### src/rtl/song_sequencer_pkg.sv
// Shared defaults, song entry layout and sequencer state encoding.
package song_sequencer_pkg;
  localparam int unsigned NOTE_BITS_DEF = 6;
  localparam int unsigned BEAT_BITS_DEF = 7;
  // Duration occupies the low bits of a song entry; the note sits directly above it.
  localparam int unsigned DUR_LSB       = 0;

  typedef enum logic [2:0] {
    S_IDLE,
    S_FETCH,
    S_WAIT,
    S_HOLD,
    S_DONE
  } seq_state_t;
endpackage

### src/rtl/song_sequencer_beat_timer.sv
// Tempo divider: counts enabled clock ticks and flags the last tick of each beat.
module song_sequencer_beat_timer #(
  parameter int unsigned TICKS_PER_BEAT = 6000000
) (
  input  logic clk,
  input  logic rst,
  input  logic en,
  input  logic clr,
  output logic beat_c
);
  localparam int unsigned TICK_BITS = $clog2(TICKS_PER_BEAT);
  localparam logic [TICK_BITS-1:0] LAST_TICK = TICK_BITS'(TICKS_PER_BEAT - 1);

  logic [TICK_BITS-1:0] tick_cnt;

  assign beat_c = en && (tick_cnt == LAST_TICK);

  always_ff @(posedge clk or negedge rst) begin
    if (!rst) begin
      tick_cnt <= '0;
    end else if (clr) begin
      tick_cnt <= '0;
    end else if (en) begin
      tick_cnt <= beat_c ? '0 : tick_cnt + TICK_BITS'(1);
    end
  end
endmodule

### src/rtl/song_sequencer.sv
// Walks the song ROM, issuing one new_note per entry followed by its duration in new_beat pulses.
module song_sequencer
  import song_sequencer_pkg::*;
#(
  parameter int unsigned NOTE_BITS      = NOTE_BITS_DEF,
  parameter int unsigned BEAT_BITS      = BEAT_BITS_DEF,
  parameter int unsigned SONG_ADDR_BITS = 7,
  parameter int unsigned SONG_LENGTH    = 128,
  parameter int unsigned TICKS_PER_BEAT = 6000000
) (
  input  logic                          clk,
  input  logic                          rst,
  input  logic                          start,
  input  logic                          stop,
  input  logic                          play,
  output logic                          song_rd_en,
  output logic [SONG_ADDR_BITS-1:0]     song_addr,
  input  logic [NOTE_BITS+BEAT_BITS-1:0] song_data,
  output logic                          new_note,
  output logic [NOTE_BITS-1:0]          note,
  output logic [BEAT_BITS-1:0]          duration,
  output logic                          new_beat,
  output logic                          busy,
  output logic                          done
);
  localparam logic [SONG_ADDR_BITS-1:0] LAST_ADDR = SONG_ADDR_BITS'(SONG_LENGTH - 1);

  seq_state_t           state;
  logic [BEAT_BITS-1:0] beats_left;
  logic [BEAT_BITS-1:0] data_dur;
  logic [NOTE_BITS-1:0] data_note;
  logic                 tick_en;
  logic                 tick_clr;
  logic                 beat_c;

  assign data_dur  = song_data[DUR_LSB +: BEAT_BITS];
  assign data_note = song_data[DUR_LSB + BEAT_BITS +: NOTE_BITS];

  // Tempo only advances while holding a note with play high; any other state restarts the beat.
  assign tick_en  = (state == S_HOLD) && play && !stop;
  assign tick_clr = (state != S_HOLD) || stop;

  song_sequencer_beat_timer #(
    .TICKS_PER_BEAT(TICKS_PER_BEAT)
  ) u_beat_timer (
    .clk   (clk),
    .rst   (rst),
    .en    (tick_en),
    .clr   (tick_clr),
    .beat_c(beat_c)
  );

  always_ff @(posedge clk or negedge rst) begin
    if (!rst) begin
      state      <= S_IDLE;
      song_rd_en <= 1'b0;
      song_addr  <= '0;
      new_note   <= 1'b0;
      note       <= '0;
      duration   <= '0;
      new_beat   <= 1'b0;
      busy       <= 1'b0;
      done       <= 1'b0;
      beats_left <= '0;
    end else begin
      new_note   <= 1'b0;
      new_beat   <= 1'b0;
      song_rd_en <= 1'b0;
      if (stop) begin
        state      <= S_IDLE;
        song_addr  <= '0;
        note       <= '0;
        duration   <= '0;
        beats_left <= '0;
        busy       <= 1'b0;
        done       <= 1'b0;
      end else begin
        case (state)
          S_IDLE, S_DONE: begin
            if (start) begin
              state      <= S_FETCH;
              song_addr  <= '0;
              song_rd_en <= 1'b1;
              busy       <= 1'b1;
              done       <= 1'b0;
            end
          end
          S_FETCH: state <= S_WAIT;
          S_WAIT: begin
            // A zero duration marks the end of the song and is never played.
            if (data_dur == '0) begin
              state <= S_DONE;
              busy  <= 1'b0;
              done  <= 1'b1;
            end else begin
              new_note   <= 1'b1;
              note       <= data_note;
              duration   <= data_dur;
              beats_left <= data_dur;
              state      <= S_HOLD;
            end
          end
          S_HOLD: begin
            if (beat_c) begin
              new_beat   <= 1'b1;
              beats_left <= beats_left - BEAT_BITS'(1);
              if (beats_left == BEAT_BITS'(1)) begin
                if (song_addr == LAST_ADDR) begin
                  state <= S_DONE;
                  busy  <= 1'b0;
                  done  <= 1'b1;
                end else begin
                  state      <= S_FETCH;
                  song_addr  <= song_addr + SONG_ADDR_BITS'(1);
                  song_rd_en <= 1'b1;
                end
              end
            end
          end
          default: state <= S_IDLE;
        endcase
      end
    end
  end
endmodule

### config.mk
export PLATFORM = sky130hd
export DESIGN_NAME = song_sequencer
export DESIGN_NICKNAME = d
export VERILOG_FILES = /design/src/rtl/song_sequencer_pkg.sv /design/src/rtl/song_sequencer_beat_timer.sv /design/src/rtl/song_sequencer.sv
export SDC_FILE = /design/constraint.sdc
export NUM_CORES = 1
export LEC_CHECK = 0
export ABC_AREA = 1
export BUFFER_PORTS_ARGS = -buffer_cell sky130_fd_sc_hd__buf_2
export CORE_MARGIN = 2
export CORE_UTILIZATION = 25
export CTS_CLUSTER_SIZE = 25
export DETAILED_ROUTE_END_ITERATION = 8
export SKIP_CTS_REPAIR_TIMING = 1
export SLEW_MARGIN = 15
export SYNTH_ARGS = -nofsm -noshare
export SYNTH_HDL_FRONTEND = slang
export SYNTH_SLANG_ARGS = --single-unit
### constraint.sdc
create_clock -name clk -period 4.1 [get_ports clk]
set_clock_uncertainty 0.05 [all_clocks]
set_input_delay 0.82 -clock clk [delete_from_list [all_inputs] [get_ports clk]]
set_output_delay 0.82 -clock clk [all_outputs]
set_load 0.02 [all_outputs]
==> summary.md, run 1 <==
| Metric | Value |
|---|---|
| Crit path kind | in -> reg |
| Setup TNS Final | 0 ns |
| Fmax | ~400 MHz |
| Later-pin clock latency in the skew report | between 0.3 and 0.4 ns |
| Hold Startpoint | done |
| Iteration-0 DRC Markers | approximately 160 |
| Worst slew margin | between 40% and 50% |
| Clock buffer depth | 2 |
| Fin nets | 510 |
| P_leak | a little under 2 nW |
| Synthesized net count | 468 |
| Top-area cell type share of the netlist area | 43.8% |
| Fraction of layout cells with a size suffix above 1 | around 16% |
| Unique masters post-synth | 31 |
| Die footprint | 0.0142 mm^2 |
| ANT cells | 0 |
| Starting Density | between 20% and 30% |
| DR pass1 iterations | 4 |
| Worst EP arrival | between 2 and 3 ns |
| Num CTS Buffers | 9 |
| CP max stage cell | nand2_1 |
| Worst setup SP type | input pin |
| Post-synthesis sequential area ratio | between 40% and 50% |
| Clock transition at the registers of the reported paths | 0.05 ns |
| Finished Layout Cells | 669 |
| Vias in the first global route | between 2,000 and 3,000 |
| IO Pins | between 40 and 50 |
| # fillers | around 1,400 |
| Worst R2R Start | state[2] |
| Chip width | 119 um |
| First-pass GRT wire length | ~14,000 um |
| Detailed placer's ending HPWL | ~6100 um |
| RSZ-0062 raised after global routing | no |
| Final worst path period need | approximately 2.5 ns |
| Warnings, synthesis | 0 |
| Std cell rows | 42 |
| Fin. max-slew vios | 0 |
| Core area | ~0.013 mm^2 |
| Final WL | roughly 8300 um |
| Total gr overflow | 0 |
| Slew at the pin closest to its max-slew limit | between 0.8 and 0.9 ns |
| Dpl cell area | around 0.0037 mm^2 |
| Placed Cells | approximately 650 |
| Largest cells by area after synthesis | dfrtp_1, nand2_1, nor2_1 |
| Area Overhead vs Synth | 21.0% |
| Crit-path cells | buf_2 > nor2_2 > nand2_1 > inv_1 > nor2_1 > nand2_1 > xor2_1 > nor2_1 |
| Detailed-route DRC error count | 0 |
| Status | finished, final reports clean |
| Register bit total from synthesis | 58 |
| Via Count | approximately 3,000 |
| Post-Syn Instances | ~450 |
| Hold Fails Final Rpt | 0 |
| Hold Path Class | reg -> reg |
| GRT Util Overall | 12.2% |
| Maximum VDD drop | between 200 and 300 uV |
| Max cap viols | 0 |
| Routed Antenna Nets | 0 |
| Root buffer cell | clkbuf_16 |
| CTS tree | yes |
| CP startpoint | stop |
| Mapped cell area | about 0.0033 mm^2 |
| Pwr dens | 532 mW/mm^2 |
| CP max FO | 21 |
| Final setup vio count | 0 |
| Avg Cell Area, Syn | 7.42 um^2 |
| Final Cell Area | about 0.004 mm^2 |
| Largest net degree at the start of global routing | 39 |
| CP max stage delay | about 0.58 ns |
| CP Capture Type | flip-flop |
| I/O Buffers | 42 |
| CTS Sinks | 58 |
| RePlAce Congestion | 0.904 |
| Period Utilization, post-route | 60.3% |
| H-tree Lvls | 3 |
| Yosys top cell by area | dfrtp_1 |
| Drt wl/cell | approximately 12 um |
| Vias per inst | approximately 4.5 |
| Die height | 119 um |
| CP Data Required Time | between 4 and 5 ns |
| Initial antenna violation count | 0 |
-- Yosys cell counts, drive strengths merged --
master / n
nor3b: 4
nand3: 41
clkbuf: 1
buf: 11
nand2: 122
inv: 57
a211oi: 1
o21a: 2
nor4: 1
nand4: 19
ha: 4
a21oi: 16
a22o: 1
a31oi: 1
nor3: 12
nor2: 62
xnor2: 1
dfrtp: 58
xor2: 7
o22ai: 5
o21ai: 20
-- layer usage --
layer	wire [um]	part of all wire, %	track usage, %
met1	3860	46	15.7
met2	4110	49	20.4
met3	222	2.7	2.30
met5	0	0	0
met4	119	1.4	4.54
-- flip-flops by register name, indices dropped and copies added (netlist names) --
signal,flops
u_beat_timer.tick_cnt,23
beats_left,7
duration,7
song_addr,7
note,6
state,3
busy,1
done,1
new_beat,1
new_note,1
song_rd_en,1
-- cells in the final DEF, fill, tap and decap left out --
cell type / n
nor3_2: 4
nand2_1: 119
o22ai_1: 5
a21oi_1: 16
clkbuf_16: 9
nor2_1: 59
nor3b_2: 1
xor2_1: 7
a211oi_1: 1
a22o_1: 1
dfrtp_1: 58
nand2_2: 3
bufinv_16: 3
xnor2_1: 1
buf_2: 42
o21ai_1: 1
nor3_1: 8
nand3_2: 6
nand3_1: 35
a31oi_1: 1
clkbuf_8: 1
o21a_1: 2
nor3b_1: 3
o21ai_0: 19
ha_1: 4
nor4_1: 1
clkinv_4: 1
inv_1: 55
nor2_2: 3
nand4_1: 19
clkinvlp_4: 2
inv_2: 2
buf_4: 1
-- report_power, final --
part / switching [mW] / internal [mW] / total, mW / leakage [nW]
clock network: 0.277 / 0.611 / 0.888 / 0.165
logic: 0.366 / 0.160 / 0.527 / 1.01
registers: 0.0614 / 0.657 / 0.718 / 0.795
-- stage by stage --
step | power [mW] | worst slack (ns) | utilization, % | hold WS, ns
after floorplan | 1.10 | 2.20 | - | 0.392
after global placement | 1.24 | 1.36 | 27.9 | 0.411
after detailed placement | 1.26 | 1.29 | 27.9 | 0.418
after CTS | 2.15 | 1.64 | 30.6 | 0.432
after global routing | 2.25 | 1.38 | 30.6 | 0.460
final | 2.13 | 1.63 | 30.6 | 0.425
-- kinds of logic (layout without fill, tap and decap cells) --
| logic type | Yosys count | count (layout) | synth area share [%] |
|---|---|---|---|
| flops | 58 | 58 | 43.8 |
| simple gates | 261 | 261 | 35.7 |
| compound gates | 46 | 46 | 7.52 |
| buf+inv | 69 | 116 | 9.33 |
| fa+ha+maj | 4 | 4 | 1.51 |
| xor+xnor | 8 | 8 | 2.12 |
-- area by class of cell --
class | instances | area (um^2) | share of cell area (%)
clock inverters | 6 | 114 | 2.84
well taps | 176 | 220 | 5.50
flip-flops and latches | 58 | 1450 | 36.2
clock buffers | 10 | 239 | 5.97
repair buffers | 43 | 218 | 5.43
multi-input cells | 319 | 1550 | 38.7
inverters | 57 | 214 | 5.34
-- path summary, 6_finish.rpt --
path	end	cells after the start	slack (ns)
hold reg to reg	done	2	0.42
setup reg to reg	u_beat_timer.tick_cnt[18]	9	1.68
setup / recovery	u_beat_timer.tick_cnt[18]	8	1.63
min in group asynchronous	u_beat_timer.tick_cnt[3]	1	0.56
max in group asynchronous	new_beat	2	2.63
hold / removal	done	2	0.42
-- worst max-delay path: cells and delay by family --
| family | cells | cell delay [ns] |
|---|---|---|
| buffers and inverters | 2 | 0.41 |
| xor gates and xnor gates | 1 | 0.14 |
| and+or+nand+nor | 5 | 1.23 |
Note: power is estimated with default switching activity, not from simulation.
==> run 2: changes to the inputs <==
--- a/config.mk
+++ b/config.mk
@@ -5,7 +5,7 @@
 export SDC_FILE = /design/constraint.sdc
 export NUM_CORES = 1
 export LEC_CHECK = 0
-export ABC_AREA = 1
+export ABC_AREA = 0
 export BUFFER_PORTS_ARGS = -buffer_cell sky130_fd_sc_hd__buf_2
 export CORE_MARGIN = 2
 export CORE_UTILIZATION = 25
==> constraint.sdc (replaced) <==
create_clock -name clk -period 2.2 [get_ports clk]
set_clock_uncertainty 0.05 [all_clocks]
set_input_delay 0.44 -clock clk [delete_from_list [all_inputs] [get_ports clk]]
set_output_delay 0.44 -clock clk [all_outputs]
set_load 0.02 [all_outputs]
==> run 2 against run 1 <==
  * The flow now finishes with violations (setup timing)
  * Critical endpoint is now busy
  * Non-clock buffer count up 57
  * Register-to-register slack lost 1.8 ns
  * Count of clock-buffer cells in the layout grew 2
==> summary.md, run 2 <==
| Metric | Value |
|---|---|
| Final worst path period need | about 2.3 ns |
| Commonest cells in the netlist | dfrtp_1, nor2_1, nand2_1, a21oi_1, mux2i_1 |
| Core area | 0.0121 mm^2 (-7.4%) |
| Largest cells by area after synthesis | dfrtp_1, nor2_1, mux2i_1 |
| I/O Buffers | 42 (unchanged) |
| Fmax | ~430 MHz |
| P_leak | 1.94 nW (-1.6%) |
| Maximum VDD drop | 397 uV (+35%) |
| Num CTS Buffers | 9 (unchanged) |
| Most frequent cells in the layout | dfrtp_1, buf_4, nor2_1 |
| H-tree Lvls | 3 (unchanged) |
| Top-area cell type share of the netlist area | 46.3% (+2.4 points) |
| Status | finished, violations left |
| Most common cell after layout, fill and taps aside | dfrtp_1 |
| Vias per inst | 4.73 (+4.2%) |
| Avg Cell Area, Syn | 9.80 um^2 (+32%) |
| Final WL | 8510 um (+2.4%) |
| EDFF count, synth | 0 (unchanged) |
| Worst setup SP type | flip-flop |
| Area Overhead vs Synth | 40.0% |
| Post-Syn Instances | 320 (-28%) |
| CP Data Required Time | 2.35 ns (-1.89 ns) |
| IO Pins | 43 (unchanged) |
| CP Capture Type | flip-flop |
| RePlAce Congestion | 0.829 (-8.3%) |
| Synthesized net count | 342 (-27%) |
| Register bit total from synthesis | 58 (unchanged) |
| ANT cells | 0 (unchanged) |
| Pwr dens | 932 mW/mm^2 (+75%) |
| Initial antenna violation count | 0 (unchanged) |
| Mapped cell area | 0.00314 mm^2 (-5.3%) |
| Final setup vio count | 18 (+18) |
| Count leader, synth | dfrtp_1 |
| Max reg flops | 23 (unchanged) |
| Final Cell Area | 0.00439 mm^2 (+9.7%) |
| Period Utilization, post-route | 106% |
| Placed Cells | 567 (-13%) |
| Via Count | 2,794 (-7.9%) |
| Pre-CTS worst setup slack | -0.246 ns (-1.54 ns) |
| Chip width | 116 um (-2.6%) |
| Yosys top cell by area | dfrtp_1 |
| Hold Fails Final Rpt | 0 (unchanged) |
| Max cap viols | 0 (unchanged) |
| Asr flop ratio synth | 100% (unchanged) |
| Met2 GRT Util | 22.1% (+1.7 points) |
| Clock buffer depth | 2 (unchanged) |
| CTS tree | yes |
| First-pass GRT wire length | 13,800 um (-1.5%) |
| Unique masters post-synth | 58 (+87%) |
| Warnings, synthesis | 0 (unchanged) |
| Fin. max-slew vios | 0 (unchanged) |
| Top_reg_cell synth | dfrtp_1 |
| Hold Path Class | in -> async |
| Worst EP arrival | 2.49 ns (-0.12 ns) |
| RSZ-0062 raised after global routing | yes |
| Fraction of met3 tracks used by global routing | 3.03% (+0.73 points) |
| Iteration-0 DRC Markers | 182 (+11%) |
| Detailed-route DRC error count | 0 (unchanged) |
| GRT Util Overall | 12.9% (+0.71 points) |
| Worst slew margin | 65.1% (+24 points) |
| CTS Sinks | 58 (unchanged) |
| Fraction of layout cells with a size suffix above 1 | 35.5% (+20 points) |
| Later-pin clock latency in the skew report | 0.32 ns (about the same) |
| Dpl cell area | 0.00390 mm^2 (+6.7%) |
| Std cell rows | 40 (-4.8%) |
| Detailed placer's ending HPWL | 6030 um (-0.96%) |
| Clock transition at the registers of the reported paths | 0.05 ns (about the same) |
| Slew at the pin closest to its max-slew limit | 0.519 ns (-0.358 ns) |
| Post-synthesis sequential area ratio | 46.3% (+2.4 points) |
| Die height | 116 um (-2.6%) |
| Drt wl/cell | 14.4 um (+16%) |
| CP max FO | 5 (-76%) |
| Root buffer cell | clkbuf_16 |
| Largest Register | u_beat_timer.tick_cnt |
| Failing checks | setup timing |
| Met1 usage | 15.9% (+0.17 points) |
| Grt peak-use layer | met2 |
| Crit path kind | reg -> reg |
| Final setup margin | -0.135 ns (-1.76 ns) |
| Die footprint | 0.0135 mm^2 (-5.1%) |
| Total gr overflow | 0 (unchanged) |
| DR pass1 iterations | 5 (+1) |
| Starting Density | 25.9% (+0.60 points) |
| Finished Layout Cells | 591 (-12%) |
| Fin nets | 441 (-14%) |
| Largest net degree at the start of global routing | 59 (+51%) |
| Routed Antenna Nets | 0 (unchanged) |
| Vias in the first global route | 2,864 (-3.8%) |
## run 2: cell count changes after synthesis, moves of 6 or more
cell / before / now
nand2_1: 119 / 20
inv_1: 55 / 9
nand3_1: 35 / 10
mux2i_1: 0 / 16
nand4_1: 19 / 11
o21ai_0: 19 / 11
nand3_2: 6 / 0
nor2_1: 59 / 53
nor4_1: 1 / 7
xnor2_1: 1 / 7
## run 2: path summary, 6_finish.rpt
kind                                          start            end  slack (ns)  depth (start not counted)
max                        u_beat_timer.tick_cnt[0]           busy       -0.14                          6
min                                             rst    duration[6]        0.06                          2
max reg2reg                u_beat_timer.tick_cnt[0]           busy       -0.14                          6
min reg2reg                                 note[3]        note[3]        0.47                          2
max in group asynchronous                       rst  beats_left[6]        1.76                          2
min in group clk                      song_data[10]        note[3]        0.32                          3
## run 2: power breakdown
part           internal, mW  switching (mW)
clock                 0.896           0.465
sequential             1.21          0.0900
combinational         0.637           0.792
total                  2.75            1.35
## run 2: cell families (layout without fill, tap and decap cells)
kind of cell | count (synthesis) | after routing | share of synthesized area [%]
compound gates | 54 | 54 | 12.0
mux | 19 | 19 | 6.18
xor+xnor | 19 | 19 | 5.31
fa+ha+maj | 4 | 4 | 1.60
flops | 58 | 58 | 46.3
simple gates | 145 | 145 | 25.0
buf+inv | 21 | 124 | 3.63
## run 2: through the flow
step	TNS, ns	power [mW]	hold WS (ns)	util [%]
after floorplan	-0.586	2.15	0.0944	-
after global placement	-2.38	2.55	0.418	32.2
after detailed placement	-3.37	2.59	0.423	32.2
after CTS	-3.69	3.99	0.0688	34.5
after global routing	-2.95	4.33	0.0675	36.3
final	-1.07	4.09	0.0554	36.3
## run 2: area by class of cell
cell class,instances,area (um^2)
Tap cell,168,210
Fill cell,1261,7720
Clock inverter,3,40.0
Inverter,9,33.8
Timing Repair Buffer,100,682
Sequential cell,58,1450
Clock buffer,12,246
Multi-Input combinational cell,241,1730
## run 2: per-layer routing
layer  vias to the layer above  routed length [um]
li1                       1348                   -
met1                      1383                3820
met2                        54                4320
met3                         9                 272
met4                         0                  93
met5                         -                   0
## run 2: critical path: stages (launching register included)
cell and delay (ns):
dfrtp_1 0.39, ha_4 0.17, nand4_4 0.08, or4_4 0.60, o41ai_4 0.39, o211ai_2 0.20
mux2_4 0.33
==> run 3: changes to the inputs <==
--- a/config.mk
+++ b/config.mk
@@ -7,12 +7,13 @@
 export LEC_CHECK = 0
 export ABC_AREA = 0
 export BUFFER_PORTS_ARGS = -buffer_cell sky130_fd_sc_hd__buf_2
-export CORE_MARGIN = 2
 export CORE_UTILIZATION = 25
 export CTS_CLUSTER_SIZE = 25
 export DETAILED_ROUTE_END_ITERATION = 8
+export SETUP_SLACK_MARGIN = 0.3
 export SKIP_CTS_REPAIR_TIMING = 1
 export SLEW_MARGIN = 15
 export SYNTH_ARGS = -nofsm -noshare
 export SYNTH_HDL_FRONTEND = slang
 export SYNTH_SLANG_ARGS = --single-unit
+export TNS_END_PERCENT = 30
==> run 3 against run 2 <==
  * The flow still finishes with violations (setup timing)
  * Largest cell class unchanged
  * Combinational power is 3% lower
  * Via count is 3.3% lower
  * Global-route usage is 0.20 points lower
  * Power is 8.0% higher
  * Sequential share of layout area is 0.62 points higher
  * Clock power is 28% higher
  * Design area is 1.9% lower
  * Utilization is 0.67 points lower
==> summary.md, run 3 (synthesis gave the netlist of run 2 again) <==
| Metric | Value |
|---|---|
| Status | finished, violations left |
| Failing checks | setup timing |
| Final core utilization | 35.6% (-0.67 points) |
| Finished Layout Cells | 576 (-2.5%) |
| Starting Density | 25.9% (unchanged) |
| Routed Antenna Nets | 0 (unchanged) |
| Die footprint | 0.0130 mm^2 (-3.4%) |
| Die height | 114 um (-1.7%) |
| Vias in the first global route | 2,721 (-5.0%) |
| CP max FO | 5 (unchanged) |
| ANT cells | 0 (unchanged) |
| Detailed placer's ending HPWL | 5560 um (-7.9%) |
| Net Sw Power | 1.33 mW (-1.3%) |
| # fillers | 1,230 (-2.5%) |
| Drt wl/cell | 13.5 um (-6.3%) |
| H-tree Lvls | 3 (unchanged) |
| Slew at the pin closest to its max-slew limit | 0.497 ns (-0.0220 ns) |
| Fin nets | 425 (-3.6%) |
| Pre-CTS worst setup slack | -0.224 ns (+0.0219 ns) |
| Hold Path Class | in -> async |
| Largest Register | u_beat_timer.tick_cnt |
| Max cap viols | 0 (unchanged) |
| RePlAce Congestion | 0.810 (-2.3%) |
| Iteration-0 DRC Markers | 124 (-32%) |
| Largest net degree at the start of global routing | 59 (unchanged) |
| Final setup margin | -0.114 ns (+0.0216 ns) |
| CP Data Required Time | 2.37 ns (+0.02 ns) |
| Detailed-route DRC error count | 0 (unchanged) |
| P_leak | 1.90 nW (-1.9%) |
| DR pass1 iterations | 4 (-1) |
| RSZ-0062 raised after global routing | yes |
| Period Utilization, post-route | 105% (-0.98 points) |
| Fin. max-slew vios | 0 (unchanged) |
| Maximum VDD drop | 379 uV (-4.6%) |
| Final setup vio count | 7 (-11) |
| Root buffer cell | clkbuf_16 |
| Internal power | 3.09 mW (+13%) |
| Setup TNS Final | -0.369 ns (+0.700 ns) |
| CTS Sinks | 58 (unchanged) |
| CTS tree | yes |
| Most common cell after layout, fill and taps aside | dfrtp_1 |
| Fraction of layout cells with a size suffix above 1 | 31.6% (-3.8 points) |
| Clk pwr share | 39.4% (+6.1 points) |
| Chip width | 114 um (-1.7%) |
| I/O Buffers | 42 (unchanged) |
| Logic gate share of total power | 31.2% (-3.7 points) |
| Final worst path period need | 2.31 ns (-0.0216 ns) |
| Placed Cells | 556 (-1.9%) |
| Pwr dens | 1030 mW/mm^2 (+10%) |
| Crit path kind | reg -> reg |
| Area Overhead vs Synth | 37.5% |
| Std cell rows | 40 (unchanged) |
| CP Capture Type | flip-flop |
| First-pass GRT wire length | 13,000 um (-6.0%) |
| Fmax | 432 MHz (+0.93%) |
| Dpl cell area | 0.00383 mm^2 (-1.8%) |
| Worst slew margin | 66.8% (+1.7 points) |
| GRT Util Overall | 12.7% (-0.20 points) |
| Via Count | 2,701 (-3.3%) |
| Final Cell Area | 0.00431 mm^2 (-1.9%) |
| Max reg flops | 23 (unchanged) |
| IO Pins | 43 (unchanged) |
| Worst EP arrival | 2.48 ns (about the same) |
| Most frequent cells in the layout | dfrtp_1, nor2_1, buf_2 |
| Final WL | 7770 um (-8.7%) |
| Hold Fails Final Rpt | 0 (unchanged) |
| Initial antenna violation count | 0 (unchanged) |
| Total gr overflow | 0 (unchanged) |
| Core area | 0.0121 mm^2 (unchanged) |
| Power share of the sequential group | 29.4% (-2.4 points) |
| Vias per inst | 4.69 (-0.81%) |
| Later-pin clock latency in the skew report | 0.33 ns (about the same) |
| Clock transition at the registers of the reported paths | 0.05 ns (about the same) |
| Num CTS Buffers | 9 (unchanged) |
| Clock buffer depth | 2 (unchanged) |
| Switching portion of total power | 30.1% (-2.9 points) |
| Worst setup SP type | flip-flop |
run 3: cell count changes in the layout (fill, tap and decap cells not counted), moves of 3 or more:
cell / previous run / this run
o21ai_0: 3 / 8
o31ai_4: 3 / 0
o21ai_1: 6 / 1
o31ai_1: 1 / 4
bufinv_16: 1 / 4
buf_4: 53 / 38
run 3: final cells by class:
type | count | area, um^2 | area share [%]
clock buffers | 11 | 243 | 5.63
clock inverters | 5 | 125 | 2.90
inverters | 9 | 33.8 | 0.784
multi-input cells | 241 | 1690 | 39.2
flip-flops and latches | 58 | 1450 | 33.7
well taps | 168 | 210 | 4.88
repair buffers | 84 | 558 | 12.9
run 3: through the flow:
stage | power, mW | hold slack (ns)
floorplan | 2.17 | 0.0944
global placement | 2.56 | 0.423
detailed placement | 2.59 | 0.426
CTS | 4.35 | 0.0754
global route | 4.64 | 0.0939
finish | 4.42 | 0.0558
run 3: power groups by stage:
stage | registers (mW) | clock network (mW) | logic, mW
floorplan | 1.41 | 0 | 0.753
finish | 1.30 | 1.74 | 1.38
detailed placement | 1.31 | 0 | 1.28
global placement | 1.30 | 0 | 1.26
global route | 1.32 | 1.82 | 1.51
CTS | 1.29 | 1.77 | 1.28
run 3: final timing paths:
kind	start	endpoint	slack, ns	cells past startpoint
setup / recovery	u_beat_timer.tick_cnt[1]	busy	-0.11	6
hold / removal	rst	beats_left[1]	0.06	2
setup reg to reg	u_beat_timer.tick_cnt[1]	busy	-0.11	6
hold reg to reg	busy	busy	0.46	1
max in group asynchronous	rst	u_beat_timer.tick_cnt[2]	1.77	2
min in group clk	song_data[8]	note[1]	0.31	3
run 3: routing by layer:
| layer | track usage [%] | routed length (um) | vias up |
|---|---|---|---|
| li1 | - | - | 1324 |
| met1 | 15.4 | 3590 | 1327 |
| met2 | 20.9 | 3730 | 37 |
| met3 | 3.83 | 275 | 13 |
| met4 | 5.71 | 171 | 0 |
| met5 | 0 | 0 | - |
run 3: critical path: stages, from the launching register on:
cell      delay, ns
dfrtp_1        0.39
ha_4           0.16
nand4_4        0.07
or4_4          0.60
o41ai_4        0.39
o211ai_2       0.20
mux2_4         0.33
